[src/rtl/knn_front_ctrl_if.sv]
// Engine-side bus of the k-NN front-end controller.
// Carries the latched query, the K-mode select and the start/done handshake.
//   master (front-end): drives eng_start, query_x, query_y, k_sel, k_value;
//                       receives eng_done, eng_class
//   slave  (engine)   : the mirror image
interface knn_front_ctrl_if;
    logic       eng_start;
    logic       eng_done;
    logic       eng_class;
    logic [7:0] query_x;
    logic [7:0] query_y;
    logic       k_sel;
    logic [2:0] k_value;

    modport master (
        output eng_start,
        output query_x,
        output query_y,
        output k_sel,
        output k_value,
        input  eng_done,
        input  eng_class
    );

    modport slave (
        input  eng_start,
        input  query_x,
        input  query_y,
        input  k_sel,
        input  k_value,
        output eng_done,
        output eng_class
    );
endinterface

[src/rtl/knn_front_ctrl.sv]
// Operator front-end for the k-NN classification engine.
// Synchronises and debounces four push-buttons, latches the query coordinates
// from the switches, owns the K-mode select, launches the engine with a
// one-cycle start, times the run and shows class/K-mode/latency on the LEDs.
// Ports:
//   clk, reset        system clock, synchronous active-high reset
//   i_switches        query coordinate (signed Q4.4)
//   i_btn_*           raw push-buttons: load_x, load_y, start, toggle_k
//   o_busy            high while a run is being started or awaited
//   o_leds            [0]=class, [1]=k_sel, [7:2]=latency in engine cycles
//   eng               engine-side bus (master modport)
module knn_front_ctrl #(
    parameter int unsigned DB_CYCLES = 2,
    parameter int unsigned LAT_W     = 6
) (
    input  logic             clk,
    input  logic             reset,
    input  logic [7:0]       i_switches,
    input  logic             i_btn_load_x,
    input  logic             i_btn_load_y,
    input  logic             i_btn_start,
    input  logic             i_btn_toggle_k,
    output logic             o_busy,
    output logic [7:0]       o_leds,
    knn_front_ctrl_if.master eng
);

    localparam int unsigned NUM_BTN = 4;
    localparam int unsigned CNT_W   = (DB_CYCLES < 2) ? 1 : $clog2(DB_CYCLES);
    localparam int unsigned BTN_LX  = 0;
    localparam int unsigned BTN_LY  = 1;
    localparam int unsigned BTN_ST  = 2;
    localparam int unsigned BTN_TG  = 3;
    // Counter value at which the next differing sample completes the debounce.
    localparam logic [CNT_W-1:0] DB_LAST = CNT_W'(DB_CYCLES - 1);

    typedef enum logic [1:0] {
        ST_IDLE,
        ST_START,
        ST_WAIT_DONE,
        ST_RESULT
    } state_t;

    logic [NUM_BTN-1:0] w_btn_raw;
    logic [NUM_BTN-1:0] r_sync1;
    logic [NUM_BTN-1:0] r_sync2;
    logic [NUM_BTN-1:0] r_stable;
    logic [NUM_BTN-1:0] r_stable_d;
    logic [NUM_BTN-1:0] r_press;
    logic [CNT_W-1:0]   r_db_cnt [NUM_BTN];

    state_t             r_state;
    logic [7:0]         r_query_x;
    logic [7:0]         r_query_y;
    logic               r_k_sel;
    logic               r_eng_start;
    logic               r_busy;
    logic               r_armed;
    logic [LAT_W-1:0]   r_lat;
    logic [LAT_W-1:0]   w_lat_inc;
    logic               r_led_cls;
    logic [LAT_W-1:0]   r_led_lat;

    assign w_btn_raw = {i_btn_toggle_k, i_btn_start, i_btn_load_y, i_btn_load_x};

    // Two-flop synchroniser, debounce counter and rising-edge press pulse per button.
    always_ff @(posedge clk) begin
        if (reset) begin
            r_sync1    <= '0;
            r_sync2    <= '0;
            r_stable   <= '0;
            r_stable_d <= '0;
            r_press    <= '0;
            for (int b = 0; b < NUM_BTN; b++) begin
                r_db_cnt[b] <= '0;
            end
        end else begin
            r_sync1    <= w_btn_raw;
            r_sync2    <= r_sync1;
            r_stable_d <= r_stable;
            r_press    <= r_stable & ~r_stable_d;
            for (int b = 0; b < NUM_BTN; b++) begin
                if (r_sync2[b] == r_stable[b]) begin
                    r_db_cnt[b] <= '0;
                end else if (r_db_cnt[b] == DB_LAST) begin
                    r_stable[b] <= r_sync2[b];
                    r_db_cnt[b] <= '0;
                end else begin
                    r_db_cnt[b] <= r_db_cnt[b] + CNT_W'(1);
                end
            end
        end
    end

    // Saturating latency increment.
    assign w_lat_inc = (&r_lat) ? r_lat : r_lat + LAT_W'(1);

    // Control FSM: button actions in IDLE/RESULT, start pulse, run timing, result latch.
    always_ff @(posedge clk) begin
        if (reset) begin
            r_state     <= ST_IDLE;
            r_query_x   <= '0;
            r_query_y   <= '0;
            r_k_sel     <= 1'b0;
            r_eng_start <= 1'b0;
            r_busy      <= 1'b0;
            r_armed     <= 1'b0;
            r_lat       <= '0;
            r_led_cls   <= 1'b0;
            r_led_lat   <= '0;
        end else begin
            case (r_state)
                ST_IDLE, ST_RESULT: begin
                    if (r_press[BTN_LX]) r_query_x <= i_switches;
                    if (r_press[BTN_LY]) r_query_y <= i_switches;
                    if (r_press[BTN_TG]) r_k_sel   <= ~r_k_sel;
                    if (r_press[BTN_ST]) begin
                        r_state     <= ST_START;
                        r_eng_start <= 1'b1;
                        r_busy      <= 1'b1;
                    end
                end
                ST_START: begin
                    r_eng_start <= 1'b0;
                    r_lat       <= '0;
                    r_armed     <= 1'b0;
                    r_state     <= ST_WAIT_DONE;
                end
                ST_WAIT_DONE: begin
                    r_lat <= w_lat_inc;
                    // A done level left over from the previous run only counts
                    // once the engine has been seen low after this start.
                    if (r_armed && eng.eng_done) begin
                        r_led_cls <= eng.eng_class;
                        r_led_lat <= w_lat_inc;
                        r_busy    <= 1'b0;
                        r_state   <= ST_RESULT;
                    end else if (!eng.eng_done) begin
                        r_armed <= 1'b1;
                    end
                end
                default: begin
                    r_state <= ST_IDLE;
                end
            endcase
        end
    end

    assign eng.eng_start = r_eng_start;
    assign eng.query_x   = r_query_x;
    assign eng.query_y   = r_query_y;
    assign eng.k_sel     = r_k_sel;
    assign eng.k_value   = r_k_sel ? 3'd5 : 3'd3;

    assign o_busy = r_busy;
    assign o_leds = {6'(r_led_lat), r_k_sel, r_led_cls};

endmodule

[src/flat_wrapper.sv]
// flat-port wrapper written by rule: the top's interface ports become plain ports
module knn_front_ctrl_flat 
#(
    parameter int unsigned DB_CYCLES = 2,
    parameter int unsigned LAT_W     = 6
)
  (clk, reset, i_switches, i_btn_load_x, i_btn_load_y, i_btn_start, i_btn_toggle_k, o_busy, o_leds, eng_eng_start, eng_query_x, eng_query_y, eng_k_sel, eng_k_value, eng_eng_done, eng_eng_class);
  knn_front_ctrl_if eng_i ();
  input  logic clk;
  input  logic reset;
  input  logic [7:0] i_switches;
  input  logic i_btn_load_x;
  input  logic i_btn_load_y;
  input  logic i_btn_start;
  input  logic i_btn_toggle_k;
  output logic o_busy;
  output logic [7:0] o_leds;
  output wire logic [$bits(eng_i.eng_start)-1:0] eng_eng_start;
  output wire logic [$bits(eng_i.query_x)-1:0] eng_query_x;
  output wire logic [$bits(eng_i.query_y)-1:0] eng_query_y;
  output wire logic [$bits(eng_i.k_sel)-1:0] eng_k_sel;
  output wire logic [$bits(eng_i.k_value)-1:0] eng_k_value;
  input wire logic [$bits(eng_i.eng_done)-1:0] eng_eng_done;
  input wire logic [$bits(eng_i.eng_class)-1:0] eng_eng_class;
  assign eng_eng_start = eng_i.eng_start;
  assign eng_query_x = eng_i.query_x;
  assign eng_query_y = eng_i.query_y;
  assign eng_k_sel = eng_i.k_sel;
  assign eng_k_value = eng_i.k_value;
  assign eng_i.eng_done = eng_eng_done;
  assign eng_i.eng_class = eng_eng_class;
  knn_front_ctrl #(.DB_CYCLES(DB_CYCLES), .LAT_W(LAT_W)) u_core (.clk(clk), .reset(reset), .i_switches(i_switches), .i_btn_load_x(i_btn_load_x), .i_btn_load_y(i_btn_load_y), .i_btn_start(i_btn_start), .i_btn_toggle_k(i_btn_toggle_k), .o_busy(o_busy), .o_leds(o_leds), .eng(eng_i));
endmodule
[config.mk]
export PLATFORM = sky130hd
export DESIGN_NAME = knn_front_ctrl_flat
export DESIGN_NICKNAME = d
export VERILOG_FILES = /design/src/rtl/knn_front_ctrl_if.sv /design/src/rtl/knn_front_ctrl.sv /design/src/flat_wrapper.sv
export SDC_FILE = /design/constraint.sdc
export NUM_CORES = 1
export LEC_CHECK = 0
export CORE_MARGIN = 2
export CORE_UTILIZATION = 38
export DETAILED_ROUTE_END_ITERATION = 7
export PLACE_DENSITY_LB_ADDON = 0.25
export SLEW_MARGIN = 40
export SYNTH_ARGS = -nofsm -noshare
export SYNTH_HDL_FRONTEND = slang
export SYNTH_SLANG_ARGS = --single-unit
[constraint.sdc]
create_clock -name clk -period 1.6 [get_ports clk]
set_input_delay 0.32 -clock clk [delete_from_list [all_inputs] [get_ports clk]]
set_output_delay 0.32 -clock clk [all_outputs]
set_load 0.02 [all_outputs]
==> After elaboration in Yosys (flattened, before gate mapping) <==
Memories as Yosys holds them, arrays and structs flattened.
Cells that the tools add are included.
{ "word_totals": {"ff_bits": 55, "ram_bits": 4, "input_bits": 16, "output_inout_bits": 30, "wordCells": 144, "mem_count": 1} }
{ "op_classes": {"n_addsub": 5, "eq_ne": 11, "mux": 71, "bitwise": 19, "n_reduce_logical": 19} }
{ "memory_table": {"columns": ["name", "words", "word_bits", "read_ports", "rd_ports_with_merged_regs", "wr", "line", "rtl"], "rows": [
  ["u_core.r_db_cnt", 4, 1, 4, 0, 4, "knn_front_ctrl.sv:50", "logic [CNT_W-1:0] r_db_cnt [NUM_BTN];"]
]} }
{ "ops": {"columns": ["op", "n"], "rows": [
  ["$mux 1", 62],
  ["$reduce_and 2->1", 10],
  ["$or 1x1->1", 12],
  ["$pmux 6 s2", 1],
  ["$add 6x1->6 const B", 1],
  ["$mux 6", 1],
  ["$pmux 1 s2", 3],
  ["$pmux 2 s3", 1],
  ["$reduce_and 3->1", 2],
  ["$reduce_and 6->1", 1],
  ["$reduce_bool 2->1", 3],
  ["$not 1->1", 5],
  ["$add 1x1->1 const B", 4],
  ["$and 4x4->4", 1],
  ["$eq 1x1->1", 4],
  ["$eq 2x2->1 const B", 2],
  ["$mux 2", 2],
  ["$ne 2x1->1 const B", 2],
  ["$ne 2x2->1 const B", 2],
  ["$not 4->4", 1],
  ["$mux 3", 1],
  ["$eq 2x1->1 const B", 1],
  ["$logic_not 2->1", 1],
  ["$reduce_or 2->1", 1],
  ["$logic_and 1x1->1", 1]
]} }

==> Logic depth before layout (Yosys ltp) <==
Gate-level depths: netlist of run 1.
{ "depth": {"word_depth": 7, "ltp_mapped": 6, "mapped_depth_nobuf": 5} }

==> Worst setup path after synthesis of run 1 <==
OpenSTA, ideal clock, no wires.
{ "synth_timing": {"kind": "register to register", "startpoint": "register u_core.r_state[0]", "endpoint": "register u_core.r_busy (netlist: u_core.o_busy)", "setup_time_ns": 0.135, "arrival_ns": 1.289, "required_ns": 1.465, "path_slack_ns": 0.176, "path_stages_with_launch": 7, "n_path_buf": 1, "synth_period_minus_slack_ns": 1.424, "path_cell_list": "dfxtp_1 > inv_1 > ha_1 > buf_2 > a21boi_1 > o311ai_0 > o41ai_1"} }
{ "synth_via": {"elab_chain_cells": 4, "word_cells_on_any_way": 9, "cone_classes": "eq/ne (4); mux (1); reduce/logical (4)"} }
{ "synth_lines": {"columns": ["element", "line", "rtl"], "rows": [
  ["start, declared", "knn_front_ctrl.sv:52", "state_t r_state;"],
  ["start signal, assigned", "knn_front_ctrl.sv:101", "r_state <= ST_IDLE;"],
  ["start signal, assigned", "knn_front_ctrl.sv:118", "r_state <= ST_START;"],
  ["start signal, assigned", "knn_front_ctrl.sv:127", "r_state <= ST_WAIT_DONE;"],
  ["$eq 2x2->1 / $logic_not 2->1 (equally long branches)", "knn_front_ctrl.sv:112", "case (r_state)"],
  ["$reduce_or 2->1", "knn_front_ctrl.sv:112", null],
  ["$ne 2x1->1 (no source line) / $reduce_bool 2->1 (equally long branches)", null, null],
  ["$reduce_and 3->1 (no source line)", null, null],
  ["end signal, assigned", "knn_front_ctrl.sv:106", "r_busy <= 1'b0;"],
  ["end signal, assigned", "knn_front_ctrl.sv:120", "r_busy <= 1'b1;"],
  ["end signal, assigned", "knn_front_ctrl.sv:136", "r_busy <= 1'b0;"],
  ["end, declared", "knn_front_ctrl.sv:57", "logic r_busy;"]
]} }
Several ways; a longest one is shown, not always the timed one.
A chain may end at the register's enable or synchronous reset.

==> Worst setup path in the final report of run 1 <==
{ "layout_timing": {"startpoint": "register u_core.r_state[0]", "endpoint": "register u_core.r_query_x[6] (netlist: u_core.eng.query_x[6])"} }
{ "layout_via": {"elab_chain_cells": 3, "word_cells_on_any_way": 4, "cone_classes": "eq/ne (1); reduce/logical (3)"} }
{ "layout_lines": {"columns": ["element", "line", "rtl"], "rows": [
  ["$eq 2x2->1 / $logic_not 2->1 (equally long branches)", "knn_front_ctrl.sv:112", null],
  ["$reduce_or 2->1 *", "knn_front_ctrl.sv:112", null],
  ["$reduce_and 2->1 (no source line) *", null, null],
  ["end signal, assigned", "knn_front_ctrl.sv:114", "if (r_press[BTN_LX]) r_query_x <= i_switches;"],
  ["end, declared", "knn_front_ctrl.sv:53", "logic [7:0] r_query_x;"]
]} }
Mark *: on every way between the ends. The rest lies on a longest branch, timed or not.

==> results of run 1 <==
layer usage:
layer / track usage / routed length (microns)
met2: 0.230 / 2080
met5: 0 / 0
met3: 0.0391 / 237
met4: 0.0900 / 98
met1: 0.181 / 2110
cell type report:
class | instances | share of cell area
flip-flops and latches | 59 | 0.405
repair buffers | 52 | 0.167
clock inverters | 5 | 0.0178
inverters | 6 | 0.00747
well taps | 75 | 0.0311
clock buffers | 11 | 0.0436
multi-input cells | 170 | 0.328
layout by cell type (no fill, tap or decap), types with 4 or more instances in the layout:
cell type        instances
edfxtp_1                 4
conb_1                   5
xnor2_1                  6
dlygate4sd2_1           24
nor3_1                   5
buf_4                    6
o211ai_1                 4
o21ai_0                  9
dlymetal6s2s_1           5
clkbuf_8                 9
mux2i_1                  4
ha_1                     4
a21oi_1                 23
inv_1                    5
dfxtp_1                 55
nor2_1                  10
and3_1                   5
clkdlybuf4s50_1         14
nand3_1                 23
nand2_1                 27
nor2b_1                 17
per-stage QoR:
stage | hold slack (ns) | std cells
floorplan | 0.367 | 255
global placement | 0.372 | 362
detailed placement | 0.375 | 362
CTS | 0.385 | 378
global route | 0.395 | 378
finish | 0.383 | 378
power breakdown:
part,leakage [nW],internal (mW),switching (mW)
Sequential,0.487,1.56,0.0449
Combinational,0.682,0.368,0.490
Clock,0.0971,0.714,0.553
what timing repair did:
action / in CTS / in global routing
hold buffers: 0 / 0
gates resized for setup: 24 / 8
endpoints found under the setup margin: 24 / 8
critical path, cell delays in order (launching register included):
cell and delay [ns]:
dfxtp_1 0.34, inv_1 0.05, ha_1 0.36, buf_12 0.19, nand2_1 0.23, nand2_1 0.09
a21oi_1 0.14
logic make-up after synthesis:
| family | after synthesis | share of synthesized area |
|---|---|---|
| AO/OA/AOI/OAI | 54 | 0.146 |
| XOR/XNOR | 6 | 0.0227 |
| adder cells (fa/ha/maj) | 4 | 0.0216 |
| buffers and inverters | 26 | 0.0572 |
| flip-flops | 59 | 0.526 |
| multiplexers | 4 | 0.0173 |
| other | 1 | 0.00162 |
| AND/OR/NAND/NOR | 97 | 0.207 |
how the worst max path moves through the flow:
stage,slack [ns],to,from,depth (start not counted)
2_1_floorplan,0.18,u_core.o_busy,u_core.r_state[0],6
3_3_place_gp,0.03,u_core.r_led_lat[3],eng_eng_done,4
3_5_place_dp,0.001,u_core.r_led_lat[3],eng_eng_done,4
4_1_cts,0.001,o_leds[7],u_core.r_led_lat[5],1
5_1_grt,0.01,u_core.eng.query_x[7],u_core.r_state[0],6
6_report,0.13,u_core.eng.query_x[6],u_core.r_state[0],6
flip-flops by register name (all words and copies together) (netlist names):
name / count
u_core.eng.eng_start: 1
u_core.eng.k_sel: 1
u_core.eng.query_x: 8
u_core.eng.query_y: 8
u_core.o_busy: 1
u_core.r_armed: 1
u_core.r_db_cnt: 4
u_core.r_lat: 6
u_core.r_led_cls: 1
u_core.r_led_lat: 6
u_core.r_press: 4
u_core.r_stable: 4
u_core.r_stable_d: 4
u_core.r_state: 2
u_core.r_sync1: 4
u_core.r_sync2: 4
==> metrics.txt, run 1 <==
# TYPE chip_impl_metric gauge
chip_impl_metric{name="synth_warnings",unit=""} 0
chip_impl_metric{name="timing.final.hold_violations",unit=""} 0
chip_impl_metric{name="detail_route.iter0.violations",unit=""} 104
chip_impl_metric{name="area_delta_synth_final",unit="%"} 29.9
chip_impl_metric{name="synth_enable_flop_cells",unit=""} 4
chip_impl_info{name="ys_dominant_reg_cell",value="dfxtp_1"} 1
chip_impl_metric{name="worst_r2r_path_depth",unit=""} 6
chip_impl_info{name="min_delay_worst_endpoint",value="u_core.r_press[3]"} 1
chip_impl_metric{name="design.die.area",unit="sq um"} 6750
chip_impl_metric{name="synth.cell_area",unit="sq um"} 2320
chip_impl_metric{name="detailedPlacementHpwl",unit="mm"} 3.02
chip_impl_metric{name="synthCells",unit=""} 251
chip_impl_metric{name="antenna-diode-count",unit=""} 0
chip_impl_info{name="timing.critical_path.to_type",value="flip-flop"} 1
chip_impl_metric{name="leakage",unit="nW"} 1.27
chip_impl_metric{name="cts_buffers",unit=""} 9
chip_impl_metric{name="finalWorstSetupSlack",unit="ns"} 0.135
chip_impl_metric{name="chipWidth",unit="microns"} 82.1
chip_impl_metric{name="postSynth.asyncResetShare",unit=""} 0
chip_impl_metric{name="postSynthRegisterBits",unit=""} 59
chip_impl_metric{name="storage_cell_area",unit="sq um"} 1220
chip_impl_metric{name="design_area",unit="sq um"} 3010
chip_impl_metric{name="worst_clock_skew",unit="ns"} 0.0122
chip_impl_metric{name="setup_viol",unit=""} 0
chip_impl_info{name="worstReg2RegEnd",value="u_core.eng.query_x[6]"} 1
chip_impl_metric{name="irDropWorstVdd",unit="V"} 0.000530
chip_impl_metric{name="via_per_inst",unit=""} 5.01
chip_impl_info{name="synth_most_common_cell",value="dfxtp_1"} 1
chip_impl_metric{name="power_density_normalized_to_cell_area",unit="nW/um^2"} 1240
chip_impl_info{name="r2r-start",value="u_core.r_state[0]"} 1
chip_impl_metric{name="drt_wl_total",unit="mm"} 4.53
chip_impl_info{name="tritoncts",value="done"} 1
chip_impl_metric{name="synth_cell_type_count",unit=""} 43
chip_impl_metric{name="synth_seq_area_share",unit=""} 0.526
chip_impl_metric{name="post_cts.repair.setup_buffers",unit=""} 0
chip_impl_metric{name="grt_remaining_overflow",unit=""} 0
chip_impl_info{name="root_buffer_cell",value="clkbuf_8"} 1
chip_impl_metric{name="n_fill_cell",unit=""} 554
chip_impl_metric{name="post-route-period-util",unit=""} 0.916
chip_impl_metric{name="avgSynthCellArea",unit="sq um"} 9.24
chip_impl_metric{name="cts_sinks",unit=""} 59
chip_impl_info{name="start_kind",value="flip-flop"} 1
chip_impl_metric{name="cts_max_level",unit=""} 3
chip_impl_metric{name="synth_top_cell_area_share",unit=""} 0.475
chip_impl_metric{name="whs_path_depth",unit=""} 1
chip_impl_metric{name="worst_ep_arrival_time",unit="ns"} 1.72
chip_impl_metric{name="final_layout_size_suffix_gt1_frac",unit=""} 0.0957
chip_impl_metric{name="design_power_total",unit="mW"} 3.73
chip_impl_metric{name="dpl_worst_slack",unit="ns"} 0.00123
chip_impl_metric{name="clk_path_buf_depth",unit=""} 2
chip_impl_info{name="hold_crit_start",value="u_core.r_stable_d[3]"} 1
chip_impl_info{name="synthDominantAreaCellType",value="dfxtp_1"} 1
chip_impl_metric{name="antenna_violations_before_repair",unit=""} 0
chip_impl_metric{name="rrSetupSlack",unit="ns"} 0.13
chip_impl_info{name="synth_top_cells_by_area",value="dfxtp_1 47%, edfxtp_1 5.2%, a21oi_1 5.0%, nand3_1 5.0%, nor2b_1 4.6%"} 1
chip_impl_metric{name="global_route_total_usage_across_every_layer",unit=""} 0.147
chip_impl_metric{name="clock_latency",unit="ns"} 0.33
chip_impl_metric{name="finalNetCount",unit=""} 318
chip_impl_metric{name="fin_crit",unit="ns"} 1.47
chip_impl_info{name="min-delay-path-class",value="reg2reg"} 1
chip_impl_metric{name="timing_max_transition_violations_final",unit=""} 0
chip_impl_metric{name="maximum_number_of_pins_on_one_net_before_global_route_repair",unit=""} 53
chip_impl_metric{name="worst_path_maximum_fanout",unit=""} 24
chip_impl_info{name="critPathKind",value="reg2reg"} 1
chip_impl_metric{name="max_clock_freq",unit="GHz"} 0.683
chip_impl_metric{name="first_global_vias",unit=""} 1656
chip_impl_metric{name="detail-route-antenna-nets",unit=""} 0
chip_impl_metric{name="final_util",unit=""} 0.509
chip_impl_info{name="synth_top_cells_by_count",value="55 x dfxtp_1, 28 x nand2_1, 23 x a21oi_1, 23 x nand3_1, 17 x nor2b_1"} 1
chip_impl_metric{name="drv.max_cap_violation_count",unit=""} 0
chip_impl_metric{name="num_io_pins",unit=""} 46
chip_impl_metric{name="area_after_dpl",unit="sq um"} 2840
chip_impl_metric{name="routability_cong",unit=""} 0.816
chip_impl_info{name="rsz0062_at_grt",value="false"} 1
chip_impl_metric{name="effective_utilization_at_floorplan",unit=""} 0.392
chip_impl_metric{name="floorplan.core_area",unit="sq um"} 5920
chip_impl_metric{name="die_y",unit="microns"} 82.1
chip_impl_metric{name="grt_first_pass_wirelength",unit="mm"} 7.45
chip_impl_metric{name="drtPass1Iterations",unit=""} 4
chip_impl_metric{name="numPortBuffers",unit=""} 44
chip_impl_metric{name="placementRows",unit=""} 28
chip_impl_metric{name="vias",unit=""} 1893
chip_impl_metric{name="multi_input_gate_area_in_the_final_layout",unit="sq um"} 988
chip_impl_metric{name="remaining_drc_errors",unit=""} 0
chip_impl_metric{name="worstPathRequired",unit="ns"} 1.86
chip_impl_info{name="run_status",value="completed"} 1
chip_impl_metric{name="tns",unit="ns"} 0
chip_impl_metric{name="clkTransAtPathRegs",unit="ns"} 0.07
chip_impl_metric{name="drt-wirelength-per-cell",unit="microns"} 12.0
(Power assumes the default switching activity.)
==> inputs of run 2 (changes only) <==
Settings changed: CTS_CLUSTER_DIAMETER set to 80, PLACE_DENSITY set to 0.7, PLACE_DENSITY_LB_ADDON 0.25 to not set.
==> metrics.txt, run 2 (synthesis gave the netlist of run 1 again) <==
# TYPE chip_impl_metric gauge
chip_impl_metric{name="cts_max_level",unit=""} 3
chip_impl_metric{name="chipWidth",unit="microns"} 82.1
chip_impl_metric{name="detailedPlacementHpwl",unit="mm"} 3.19
chip_impl_metric{name="cts_sinks",unit=""} 59
chip_impl_metric{name="grt_remaining_overflow",unit=""} 0
chip_impl_metric{name="setup_viol",unit=""} 0
chip_impl_metric{name="via_per_inst",unit=""} 5.11
chip_impl_metric{name="clkTransAtPathRegs",unit="ns"} 0.06
chip_impl_metric{name="floorplan.core_area",unit="sq um"} 5920
chip_impl_metric{name="placementRows",unit=""} 28
chip_impl_metric{name="global_route.usage.met3",unit=""} 0.0685
chip_impl_metric{name="timing.final.hold_violations",unit=""} 0
chip_impl_metric{name="fin_cells",unit=""} 381
chip_impl_metric{name="grt_util_met1",unit=""} 0.179
chip_impl_info{name="global_route.peak_usage_layer",value="met2"} 1
chip_impl_info{name="critPathKind",value="reg2reg"} 1
chip_impl_metric{name="dp.cells",unit=""} 366
chip_impl_metric{name="cts_buffers",unit=""} 9
chip_impl_metric{name="effective_utilization_at_floorplan",unit=""} 0.392
chip_impl_info{name="final_common_cell",value="dfxtp_1"} 1
chip_impl_metric{name="first_global_vias",unit=""} 1664
chip_impl_metric{name="timing_max_transition_violations_final",unit=""} 0
chip_impl_metric{name="worst_clock_skew",unit="ns"} 0.00416
chip_impl_metric{name="post-route-period-util",unit=""} 0.917
chip_impl_metric{name="final_layout_size_suffix_gt1_frac",unit=""} 0.105
chip_impl_metric{name="area_delta_synth_final",unit="%"} 29.9
chip_impl_metric{name="antenna-diode-count",unit=""} 0
chip_impl_metric{name="post_cts.repair.setup_buffers",unit=""} 0
chip_impl_metric{name="drt_wl_total",unit="mm"} 4.65
chip_impl_info{name="timing.critical_path.to_type",value="flip-flop"} 1
chip_impl_metric{name="leakage",unit="nW"} 1.23
chip_impl_metric{name="fin_crit",unit="ns"} 1.47
chip_impl_metric{name="global_route_total_usage_across_every_layer",unit=""} 0.151
chip_impl_metric{name="irDropWorstVdd",unit="V"} 0.000755
chip_impl_metric{name="detail-route-antenna-nets",unit=""} 0
chip_impl_metric{name="vias",unit=""} 1946
chip_impl_metric{name="worst_ep_arrival_time",unit="ns"} 1.67
chip_impl_metric{name="finalHoldWorstSlack",unit="ns"} 0.375
chip_impl_metric{name="die_y",unit="microns"} 82.1
chip_impl_info{name="root_buffer_cell",value="clkbuf_8"} 1
chip_impl_metric{name="finalNetCount",unit=""} 322
chip_impl_metric{name="groute.layer.met2.usage",unit=""} 0.233
chip_impl_metric{name="remaining_drc_errors",unit=""} 0
chip_impl_info{name="rsz0062_at_grt",value="false"} 1
chip_impl_metric{name="drv.max_cap_violation_count",unit=""} 0
chip_impl_metric{name="antenna_violations_before_repair",unit=""} 0
chip_impl_metric{name="multi_input_gate_area_in_the_final_layout",unit="sq um"} 986
chip_impl_metric{name="drt-wirelength-per-cell",unit="microns"} 12.2
chip_impl_metric{name="routability_cong",unit=""} 0.866
chip_impl_metric{name="design_power_total",unit="mW"} 3.75
chip_impl_metric{name="clock_latency",unit="ns"} 0.33
chip_impl_metric{name="design.die.area",unit="sq um"} 6750
chip_impl_info{name="final_cell_mix",value="55 x dfxtp_1, 27 x nand2_1, 27 x dlygate4sd2_1"} 1
chip_impl_metric{name="drtPass1Iterations",unit=""} 4
chip_impl_metric{name="worstPathRequired",unit="ns"} 1.81
chip_impl_metric{name="detail_route.iter0.violations",unit=""} 86
chip_impl_info{name="start_kind",value="flip-flop"} 1
chip_impl_metric{name="max_clock_freq",unit="GHz"} 0.681
chip_impl_metric{name="storage_cell_area",unit="sq um"} 1220
chip_impl_info{name="tritoncts",value="done"} 1
chip_impl_metric{name="n_fill_cell",unit=""} 580
chip_impl_info{name="min-delay-path-class",value="reg2reg"} 1
chip_impl_metric{name="numPortBuffers",unit=""} 44
chip_impl_metric{name="clk_path_buf_depth",unit=""} 2
chip_impl_metric{name="grt_first_pass_wirelength",unit="mm"} 7.51
chip_impl_metric{name="num_io_pins",unit=""} 46
chip_impl_metric{name="power_density_normalized_to_cell_area",unit="nW/um^2"} 1240
chip_impl_metric{name="maximum_number_of_pins_on_one_net_before_global_route_repair",unit=""} 33
chip_impl_info{name="run_status",value="completed"} 1
chip_impl_metric{name="worst_path_maximum_fanout",unit=""} 10
-- run 2: per-layer routing --
layer	share of wire	routed length [microns]
met3	0.068	318
met1	0.45	2070
met2	0.47	2180
met4	0.016	74
met5	0	0
-- run 2: timing repair --
action / CTS / global route
endpoints found under the setup margin: 27 / 20
gates resized for setup: 27 / 4
hold buffers: 0 / 0
-- run 2: worst paths after layout --
path / from / end / slack [ns] / cells after the start
setup / recovery: u_core.r_state[0] / u_core.eng.query_x[3] / 0.13 / 6
hold / removal: u_core.r_stable_d[1] / u_core.r_press[1] / 0.37 / 1
setup reg to reg: u_core.r_state[0] / u_core.eng.query_x[3] / 0.13 / 6
hold reg to reg: u_core.r_stable_d[1] / u_core.r_press[1] / 0.37 / 1
-- run 2: where the power goes --
part	switching, mW	internal [mW]	total, mW
combinational	0.476	0.342	0.818
sequential	0.0480	1.57	1.61
clock	0.525	0.794	1.32
total	1.05	2.70	3.75
-- run 2: final cells by class --
class                           instances  area share
Tap cell                               75      0.0311
Timing Repair Buffer                   56       0.165
Inverter                                6     0.00747
Clock inverter                          2      0.0116
Sequential cell                        59       0.405
Clock buffer                           13      0.0527
Multi-Input combinational cell        170       0.327
-- run 2: critical path: stages (launching register included) --
cell and delay [ns]:
dfxtp_1 0.33, inv_1 0.05, ha_2 0.38, buf_4 0.19
nand2_1 0.20, nand2_1 0.14, a21oi_1 0.07
-- run 2: per-stage QoR --
step,worst slack (ns),instance area [sq um],setup TNS [ns],util
final,0.133,3010,0,0.509
after global routing,0.0122,3010,0,0.509
after CTS,0.000359,3000,0,0.507
after detailed placement,-0.0129,2840,-0.0181,0.480
after global placement,-0.00359,2840,-0.00359,0.480
after floorplan,0.176,2330,0,-
==> inputs of run 3 (changes only) <==
Settings changed: PLACE_DENSITY 0.7 to 0.72, REMOVE_ABC_BUFFERS set to 1.
Clock period 1.6 ns to 1.2 ns, I/O delays scaled along.
==> metrics.txt, run 3 (synthesis gave the netlist of run 1 again) <==
# TYPE chip_impl_metric gauge
chip_impl_metric{name="global_route_total_usage_across_every_layer",unit=""} 0.179
chip_impl_metric{name="finalWorstSetupSlack",unit="ns"} -0.133
chip_impl_metric{name="placementRows",unit=""} 28
chip_impl_metric{name="fin_cells",unit=""} 407
chip_impl_metric{name="chipWidth",unit="microns"} 82.1
chip_impl_info{name="failed_checks",value="negative setup slack"} 1
chip_impl_metric{name="post-route-period-util",unit=""} 1.11
chip_impl_metric{name="cp_num_buf_inv",unit=""} 1
chip_impl_metric{name="remaining_drc_errors",unit=""} 0
chip_impl_metric{name="max_clock_freq",unit="GHz"} 0.750
chip_impl_metric{name="worst_path_maximum_fanout",unit=""} 5
chip_impl_metric{name="grt_first_pass_wirelength",unit="mm"} 8.91
chip_impl_metric{name="via_per_inst",unit=""} 5.21
chip_impl_metric{name="switching_share",unit=""} 0.308
chip_impl_metric{name="combinationalPowerShare",unit=""} 0.312
chip_impl_metric{name="critical_path.max_stage_delay",unit="ns"} 0.35
chip_impl_metric{name="part_of_the_power_in_registers",unit=""} 0.375
chip_impl_metric{name="leakage",unit="nW"} 1.32
chip_impl_metric{name="clkTransAtPathRegs",unit="ns"} 0.07
chip_impl_metric{name="routability_cong",unit=""} 0.779
chip_impl_metric{name="num_io_pins",unit=""} 46
chip_impl_metric{name="worstPathRequired",unit="ns"} 1.48
chip_impl_metric{name="area_delta_synth_final",unit="%"} 45.7
chip_impl_metric{name="vias",unit=""} 2119
chip_impl_info{name="root_buffer_cell",value="clkbuf_8"} 1
chip_impl_metric{name="detail-route-antenna-nets",unit=""} 0
chip_impl_info{name="run_status",value="finished, violations left"} 1
chip_impl_metric{name="floorplan.core_area",unit="sq um"} 5920
chip_impl_info{name="worstPathCellList",value="inv_2 > ha_4 > nor2b_4 > or3_1 > a21oi_2"} 1
chip_impl_info{name="final_cell_mix",value="46 x dfxtp_1, 28 x buf_2, 28 x buf_4"} 1
chip_impl_metric{name="internal_power",unit="mW"} 4.05
chip_impl_metric{name="finalNetCount",unit=""} 348
chip_impl_metric{name="drtPass1Iterations",unit=""} 4
chip_impl_metric{name="design.die.area",unit="sq um"} 6750
chip_impl_metric{name="effective_utilization_at_floorplan",unit=""} 0.392
chip_impl_info{name="rsz0062_at_grt",value="true"} 1
chip_impl_metric{name="timing_max_transition_violations_final",unit=""} 0
chip_impl_info{name="timing.critical_path.to_type",value="flip-flop"} 1
chip_impl_metric{name="timing.final.hold_violations",unit=""} 0
chip_impl_info{name="start_kind",value="flip-flop"} 1
chip_impl_metric{name="antenna-diode-count",unit=""} 0
chip_impl_metric{name="cts.hold.buffers_added",unit=""} 0
chip_impl_metric{name="maximum_number_of_pins_on_one_net_before_global_route_repair",unit=""} 20
chip_impl_metric{name="setup_viol",unit=""} 27
chip_impl_metric{name="worst_clock_skew",unit="ns"} 0.0123
chip_impl_metric{name="cts_max_level",unit=""} 3
chip_impl_info{name="cpMaxStageDelayCell",value="dfxtp_2"} 1
chip_impl_metric{name="detailedPlacementHpwl",unit="mm"} 3.58
chip_impl_metric{name="clockPowerShare",unit=""} 0.313
chip_impl_metric{name="dp.cells",unit=""} 389
chip_impl_metric{name="first_global_vias",unit=""} 1979
chip_impl_metric{name="drt-wirelength-per-cell",unit="microns"} 14.7
chip_impl_metric{name="drt_wl_total",unit="mm"} 5.99
chip_impl_metric{name="numPortBuffers",unit=""} 44
chip_impl_metric{name="detail_route.iter0.violations",unit=""} 205
chip_impl_metric{name="cts_buffers",unit=""} 9
chip_impl_metric{name="clk_path_buf_depth",unit=""} 2
chip_impl_metric{name="power_density_normalized_to_cell_area",unit="nW/um^2"} 1730
chip_impl_metric{name="grt_remaining_overflow",unit=""} 0
chip_impl_metric{name="die_y",unit="microns"} 82.1
chip_impl_info{name="min-delay-path-class",value="in2reg"} 1
chip_impl_metric{name="cts_sinks",unit=""} 59
chip_impl_info{name="critical-path-top-delay-family",value="simple AND/OR/NAND/NOR gates"} 1
chip_impl_metric{name="drv.max_cap_violation_count",unit=""} 0
chip_impl_metric{name="power_switching",unit="mW"} 1.80
chip_impl_metric{name="worst_ep_arrival_time",unit="ns"} 1.62
chip_impl_metric{name="final_layout_size_suffix_gt1_frac",unit=""} 0.386
chip_impl_metric{name="fin_crit",unit="ns"} 1.33
chip_impl_metric{name="irDropWorstVdd",unit="V"} 0.000905
chip_impl_info{name="final_common_cell",value="dfxtp_1"} 1
chip_impl_info{name="critPathKind",value="reg2reg"} 1
chip_impl_metric{name="antenna_violations_before_repair",unit=""} 0
chip_impl_metric{name="design_power_total",unit="mW"} 5.85
chip_impl_info{name="tritoncts",value="done"} 1
chip_impl_metric{name="clock_latency",unit="ns"} 0.35
## run 3: cell count changes in the layout (fill, tap and decap cells not counted), moves of 4 or more
| cell | delta |
|---|---|
| buf_2 | +27 |
| a21oi_1 | -6 |
| dfxtp_2 | +8 |
| dfxtp_1 | -9 |
| nand3_1 | -4 |
| o21ai_1 | +5 |
| buf_6 | +8 |
| o21ai_0 | -5 |
| buf_4 | +16 |
| a21oi_2 | +6 |
| dlygate4sd2_1 | -27 |
## run 3: cell type report
type	instances	area (sq um)
timing repair buffer	82	633
tap	75	93.8
clock inverter	2	35.0
inverter	6	22.5
clock buffer	13	159
fill	514	2540
multi-input combinational	170	1200
sequential	59	1230
## run 3: path summary, 6_finish.rpt
| kind | start | end | slack, ns | cells after the start |
|---|---|---|---|---|
| min | reset | u_core.r_state[1] | 0.33 | 3 |
| max | u_core.r_state[0] | u_core.r_state[0] | -0.13 | 5 |
| max reg2reg | u_core.r_state[0] | u_core.r_state[0] | -0.13 | 5 |
| min reg2reg | u_core.r_stable_d[1] | u_core.r_press[1] | 0.38 | 1 |
## run 3: routing by layer
metal  vias up  track usage  part of all wire
met2        77        0.291              0.48
met1      1001        0.205              0.42
met5         -            0                 0
li1       1018            -                 -
met4         0        0.123             0.038
met3        23       0.0446             0.062
## run 3: what timing repair did
action / CTS / global route
buffers inserted: 1 / 3
endpoints found under the setup margin: 63 / 53
gates resized for setup: 134 / 55
pin swaps: 9 / 16
## run 3: power by group through the flow
stage,sequential [mW],combinational [mW],clock [mW]
3_5_place_dp,2.19,1.27,0
5_1_grt,2.20,1.93,1.94
6_report,2.19,1.83,1.83
3_3_place_gp,2.18,1.24,0
2_1_floorplan,2.23,0.571,0
4_1_cts,2.17,1.53,1.84
## run 3: worst min-delay path, delay by kind of cell
kind | cells | cell delay [ns]
buffers and inverters | 2 | 0.35
AO/OA/AOI/OAI | 1 | 0.05
## run 3: through the flow
stage               setup slack (ns)   util  setup TNS, ns  hold slack [ns]  instance area [sq um]
finish                        -0.133  0.571          -2.20            0.327                   3380
global route                  -0.156  0.571          -3.31            0.363                   3380
CTS                          -0.0711  0.565          -1.17            0.323                   3340
detailed placement            -0.322  0.510          -7.41            0.372                   3020
global placement              -0.301  0.510          -5.95            0.372                   3020
floorplan                     -0.549      -         -12.24            0.308                   2220
